File: src/rtl/decoder_ls_shift_pipe.sv
// Registered RV32I/RV64I load/store/shift decoder behind a valid/ready handshake.
// SKID=1 adds a second holding register so in_ready_o comes straight from a flop.
module decoder_ls_shift_pipe #(
  parameter int unsigned XLEN = 32,
  parameter bit          SKID = 1'b1
) (
  input  logic                      clk_i,
  input  logic                      rst_i,
  input  logic                      flush_i,
  input  logic                      in_valid_i,
  output logic                      in_ready_o,
  input  logic [31:0]               in_instr_i,
  output logic                      out_valid_o,
  input  logic                      out_ready_i,
  output logic                      is_load_o,
  output logic                      is_store_o,
  output logic                      is_shift_o,
  output logic                      shift_left_o,
  output logic                      shift_arithmetic_o,
  output logic                      shift_immediate_o,
  output logic [1:0]                mem_size_o,
  output logic                      mem_unsigned_o,
  output logic                      illegal_o,
  output logic [4:0]                rs1_o,
  output logic [4:0]                rs2_o,
  output logic [4:0]                rd_o,
  output logic [XLEN-1:0]           immediate_o,
  output logic [$clog2(XLEN)-1:0]   shamt_o
);

  localparam int unsigned SW = $clog2(XLEN);
  localparam logic [6:0] OP_LOAD  = 7'b0000011;
  localparam logic [6:0] OP_STORE = 7'b0100011;
  localparam logic [6:0] OP_REG   = 7'b0110011;
  localparam logic [6:0] OP_IMM   = 7'b0010011;
  localparam bit         RV64     = (XLEN == 64);

  typedef struct packed {
    logic            is_load;
    logic            is_store;
    logic            is_shift;
    logic            shift_left;
    logic            shift_arithmetic;
    logic            shift_immediate;
    logic [1:0]      mem_size;
    logic            mem_unsigned;
    logic            illegal;
    logic [4:0]      rs1;
    logic [4:0]      rs2;
    logic [4:0]      rd;
    logic [XLEN-1:0] immediate;
    logic [SW-1:0]   shamt;
  } dec_t;

  dec_t       dec;
  dec_t       out_q;
  dec_t       skid_q;
  logic       out_valid_q;
  logic       skid_valid_q;
  logic       in_fire;
  logic       out_free;
  logic [2:0] funct3;
  logic [6:0] funct7;
  logic [6:0] shift_hi;
  logic [6:0] srai_hi;
  logic [5:0] shamt_raw;

  assign funct3 = in_instr_i[14:12];
  assign funct7 = in_instr_i[31:25];
  // RV64 immediate shifts borrow bit 25 for the shamt, leaving a 6-bit funct field
  assign shift_hi  = RV64 ? {1'b0, in_instr_i[31:26]} : in_instr_i[31:25];
  assign srai_hi   = RV64 ? 7'b0010000 : 7'b0100000;
  assign shamt_raw = RV64 ? in_instr_i[25:20] : {1'b0, in_instr_i[24:20]};

  // Combinational decode of the word being offered
  always_comb begin
    dec     = '0;
    dec.rs1 = in_instr_i[19:15];
    dec.rs2 = in_instr_i[24:20];
    dec.rd  = in_instr_i[11:7];
    case (in_instr_i[6:0])
      OP_LOAD: begin
        dec.immediate = {{(XLEN-12){in_instr_i[31]}}, in_instr_i[31:20]};
        if (funct3 == 3'b111 || (!RV64 && (funct3 == 3'b011 || funct3 == 3'b110))) begin
          dec.illegal = 1'b1;
        end else begin
          dec.is_load      = 1'b1;
          dec.mem_size     = funct3[1:0];
          dec.mem_unsigned = funct3[2];
        end
      end
      OP_STORE: begin
        dec.immediate = {{(XLEN-12){in_instr_i[31]}}, in_instr_i[31:25], in_instr_i[11:7]};
        if (funct3[2] || (!RV64 && funct3 == 3'b011)) begin
          dec.illegal = 1'b1;
        end else begin
          dec.is_store = 1'b1;
          dec.mem_size = funct3[1:0];
        end
      end
      OP_REG: begin
        if (funct3 == 3'b001) begin
          if (funct7 == 7'b0000000) begin
            dec.is_shift   = 1'b1;
            dec.shift_left = 1'b1;
          end else begin
            dec.illegal = 1'b1;
          end
        end else if (funct3 == 3'b101) begin
          if (funct7 == 7'b0000000 || funct7 == 7'b0100000) begin
            dec.is_shift         = 1'b1;
            dec.shift_arithmetic = funct7[5];
          end else begin
            dec.illegal = 1'b1;
          end
        end
      end
      OP_IMM: begin
        if (funct3 == 3'b001 || funct3 == 3'b101) begin
          dec.shamt     = SW'(shamt_raw);
          dec.immediate = XLEN'(shamt_raw);
          if (shift_hi == 7'b0000000) begin
            dec.is_shift        = 1'b1;
            dec.shift_immediate = 1'b1;
            dec.shift_left      = ~funct3[2];
          end else if (funct3 == 3'b101 && shift_hi == srai_hi) begin
            dec.is_shift         = 1'b1;
            dec.shift_immediate  = 1'b1;
            dec.shift_arithmetic = 1'b1;
          end else begin
            dec.illegal = 1'b1;
          end
        end
      end
      default: ;
    endcase
  end

  assign out_free   = !out_valid_q || out_ready_i;
  assign in_ready_o = !rst_i && (SKID ? !skid_valid_q : out_free);
  assign in_fire    = in_valid_i && in_ready_o;

  // Output stage plus skid entry; the skid entry always drains ahead of new input
  always_ff @(posedge clk_i or posedge rst_i) begin
    if (rst_i) begin
      out_valid_q  <= 1'b0;
      skid_valid_q <= 1'b0;
      out_q        <= '0;
      skid_q       <= '0;
    end else if (flush_i) begin
      out_valid_q  <= 1'b0;
      skid_valid_q <= 1'b0;
    end else if (out_free) begin
      if (skid_valid_q) begin
        out_q        <= skid_q;
        out_valid_q  <= 1'b1;
        skid_valid_q <= 1'b0;
      end else begin
        out_valid_q <= in_fire;
        if (in_fire) out_q <= dec;
      end
    end else if (in_fire) begin
      skid_q       <= dec;
      skid_valid_q <= 1'b1;
    end
  end

  assign out_valid_o        = out_valid_q;
  assign is_load_o          = out_q.is_load;
  assign is_store_o         = out_q.is_store;
  assign is_shift_o         = out_q.is_shift;
  assign shift_left_o       = out_q.shift_left;
  assign shift_arithmetic_o = out_q.shift_arithmetic;
  assign shift_immediate_o  = out_q.shift_immediate;
  assign mem_size_o         = out_q.mem_size;
  assign mem_unsigned_o     = out_q.mem_unsigned;
  assign illegal_o          = out_q.illegal;
  assign rs1_o              = out_q.rs1;
  assign rs2_o              = out_q.rs2;
  assign rd_o               = out_q.rd;
  assign immediate_o        = out_q.immediate;
  assign shamt_o            = out_q.shamt;

endmodule

File: config.mk
export PLATFORM = sky130hd
export DESIGN_NAME = decoder_ls_shift_pipe
export DESIGN_NICKNAME = d
export VERILOG_FILES = /design/src/rtl/decoder_ls_shift_pipe.sv
export SDC_FILE = /design/constraint.sdc
export NUM_CORES = 1
export LEC_CHECK = 0
export ABC_AREA = 1
export CORE_UTILIZATION = 45
export DETAILED_ROUTE_END_ITERATION = 10
export MAX_ROUTING_LAYER = met4
export PLACE_DENSITY = 0.73
export SYNTH_ARGS = -nofsm -noshare
export SYNTH_HDL_FRONTEND = slang
export SYNTH_SLANG_ARGS = --single-unit
File: constraint.sdc
create_clock -name clk_i -period 3.25 [get_ports clk_i]
set_input_delay 0.4875 -clock clk_i [delete_from_list [all_inputs] [get_ports clk_i]]
set_output_delay 0.4875 -clock clk_i [all_outputs]
set_load 0.05 [all_outputs]
Word-level counts from Yosys, hierarchy flattened:

Index checks and enable logic that the tools add are counted.

* equal/unequal tests: 10
* mux-type cells: 46
* bitwise operators: 3
* reduce and logical (&&, ||, !) cells: 18

Operators with widths (count)
* two-way mux 62 bit: 2
* one-hot mux 32 bit (3 select lines): 1
* two-way mux 1 bit: 33
* == test 7 x 6 -> 1 bit, second input constant: 3
* two-way mux 10 bit: 1
* == test 3 bit, second input constant: 3
* == test 7 x 2 -> 1 bit, second input constant: 1
* == test 7 x 5 -> 1 bit, second input constant: 1
* logical NOT 7 bit: 1
* logical OR 1 bit: 6
* two-way mux 2 bit: 3
* one-hot mux 3 bit (2 select lines): 1
* AND reduction 3 bit: 2
* two-way mux 5 bit: 1
* two-way mux 4 bit: 1
* one-hot mux 1 bit (4 select lines): 1
* one-hot mux 2 bit (2 select lines): 1
* nonzero test 2 bit: 2
* == test 3 x 1 -> 1 bit, second input constant: 1
* == test 3 x 2 -> 1 bit, second input constant: 1
* logical AND 1 bit: 3
* logical NOT 1 bit: 3
* two-way mux 3 bit: 1
* NOT 1 bit: 3
* nonzero test 3 bit: 1

* register bits after elaboration: 126
* input bits: 37
* word-level logic and storage cells: 107

Longest topological paths before layout:

* word-level depth: 8
* depth in mapped cells: 10
* depth with buffers taken out: 9

Least setup slack after synthesis:

OpenSTA, ideal clock, no wires.

* path kind: register -> output
* from: register immediate_o[30] (netlist name)
* to: output port immediate_o[12]
* data arrival time: 1.233 ns
* path slack: 1.529 ns
* stages on the path, launching flop included: 2
* cells stage by stage: dfrtp_1 > buf_4

RTL lines
* end: declaration: line 27 `output logic [XLEN-1:0] immediate_o,`

==> results.cfg <==
[run_status]
status = finished clean

[yosys]
ys_seq_elements = 86
async_flop_share_pct = 100
synth_most_common_cell = nand2_1
ys_warn_count = 0
synth_commonest_cells = nand2_1, dfrtp_1, o21ai_0, inv_1, nor2_1
synth_top_area_share_pct = 51.0
avgSynthCellArea_sq_um = 7.96
netlist_area_sq_um = 4220
mappedNetlistNets = 567
synth.distinct_cells = 20
yosys.area.top_type = dfrtp_1
synth_flop_cell = dfrtp_1
synth-edff-count = 0
yosysSeqAreaShare_pct = 51.0
synthTopCellsByArea = dfrtp_1, nand2_1, o21ai_0
syn-instance-count = 530

[placed_design]
dp_hpwl_microns = 6940
place.gp.congestion = 0.851
place_ws_ns = 0.864
portBuffers = 100

[worst_setup_path]
start_kind = flop
crit_buf_inv = 1
required_ns = 2.76
path_class = reg -> out
path_max_fanout = 22
crit_path_max_incr_delay_ns = 0.92
cp_top_family = buffers and inverters
crit_arrival_ns = 1.99
crit_chain = clkdlybuf4s50_1
crit_path_end_kind = output port
crit_slowest_cell = clkdlybuf4s50_1

[timing]
finalWorstSetupSlack_ns = 0.776
finalClockSkew_ns = 0.00676
slew_headroom_pct = 47.1
worstMarginPinSlew_ns = 0.793
finalHoldViolCount = 0
period_needed_ns = 2.47
rsz0062_at_grt = no
fin_setup_tns_ns = 0
min_period_over_period_pct = 76.1
setup_viol = 0
final_max_slew_viol_count = 0
fin_hold_ws_ns = 0.483
fmax_mhz = 404

[die]
die-area_sq_um = 9760
coreArea_sq_um = 8890
die_w_microns = 98.8
dieHeight_microns = 98.8
ios = 101
rows = 34
start_util_pct = 47.4

[final_layout]
layout-drive-gt1-share_pct = 5.62
n_antenna_cell = 0
regArea_sq_um = 2150
multi_input_area_sq_um = 1590
fin_nets = 637
n_fill_cell = 771
syn2layout_area_growth_pct = 25.9

[route]
drtIter0Drc = 210
wl_per_cell_microns = 14.4
detailedRoute.firstPassIterationCount = 5
vias = 3702
wirelength_microns = 10300
ant_nets = 0
drc = 0
vias_per_cell = 5.19

[clock_network]
clk_latency_ns = 0.36
cts-resized-gates = 0
htree_levels = 3
cts_tree = yes
clock_sinks = 86
clock_path_buffers = 2
numCtsBuffers = 9
cts_root_buf = clkbuf_8
cts-hold-fix-buffers = 0
post_cts_buffers = 0
clk_pin_slew_ns = 0.08

[power]
p_leak_nw = 2.59
ir_drop_mv = 0.225
p_per_area_nw_per_um2 = 513

[grt]
grt_pass1_vias = 3582
grt_max_degree = 54
antenna_found_initial = 0
grt_pass1_wl_microns = 17200
grt.total_usage_pct = 23.1
grt-ovfl-total = 0

[job]
cap_violations = 0

[min_path]
hp-class = reg -> reg
state kept, by name, summed over array words and instances, names as in the netlist:
name	cells
mem_size_o	2
rs2_o	5
is_store_o	1
mem_unsigned_o	1
skid_valid_q	1
skid_q	42
shamt_o	5
shift_arithmetic_o	1
shift_left_o	1
illegal_o	1
is_shift_o	1
rs1_o	5
immediate_o	12
out_valid_o	1
is_load_o	1
rd_o	5
shift_immediate_o	1
path summary, 6_finish.rpt:
check | start | endpoint | slack [ns] | cells past startpoint
worst max-delay path | immediate_o[30] | immediate_o[25] | 0.78 | 1
worst min-delay path | skid_q[12] | skid_q[12] | 0.48 | 2
worst max register to register | skid_valid_q | immediate_o[10] | 1.24 | 7
worst min register to register | skid_q[12] | skid_q[12] | 0.48 | 2
max in group asynchronous | rst_i | rs2_o[1] | 2.00 | 3
min in group asynchronous | rst_i | immediate_o[9] | 0.59 | 2
cells by family after synthesis:
logic type      count (synthesis)  share of synthesized area, %
buf+inv                        93                          11.2
simple gates                  237                          23.1
flops                          86                          51.0
compound gates                114                          14.7
placed cells by master, fill, tap and decap left out, drive strengths merged, types with 10 or more instances in the layout:
cell type,synthesis,layout
nor2,40,40
o21ai,82,82
a2bb2oi,10,10
clkdlybuf4s50,0,100
inv,47,46
nand2,168,168
dfrtp,86,86
clkbuf,14,13
a21oi,22,22
nand3,23,23
area by class of cell:
class | instances | share of cell area [%]
clock buffers | 13 | 2.99
clock inverters | 3 | 0.801
inverters | 47 | 3.35
multi-input cells | 351 | 30.0
flip-flops and latches | 86 | 40.5
well taps | 108 | 2.54
repair buffers | 105 | 19.8
worst min-delay path: cells and delay by family, from the launching register on:
| kind | cells | cell delay [ns] |
|---|---|---|
| DFF | 1 | 0.36 |
| and+or+nand+nor | 2 | 0.10 |
where the power goes:
part / internal (mW) / switching, mW / total, mW
Sequential: 1.20 / 0.0673 / 1.27
Combinational: 0.243 / 0.449 / 0.692
Clock: 0.397 / 0.370 / 0.767
routing by layer:
metal | global-route usage, % | wire length (microns) | vias up
met5 | - | 0 | -
li1 | - | - | 1817
met3 | 3.12 | 569 | 13
met1 | 31.0 | 4740 | 1724
met2 | 35.6 | 4800 | 148
met4 | 9.64 | 165 | 0
stage by stage:
stage / total power [mW] / instance area, sq um / std cells / utilization, %
global route: 2.85 / 5310 / 713 / 59.7
CTS: 2.75 / 5310 / 713 / 59.7
global placement: 1.96 / 5110 / 697 / 57.5
floorplan: 1.72 / 4220 / 530 / -
detailed placement: 1.98 / 5110 / 697 / 57.5
finish: 2.72 / 5310 / 713 / 59.7
Power figures use the tool's default switching activity.
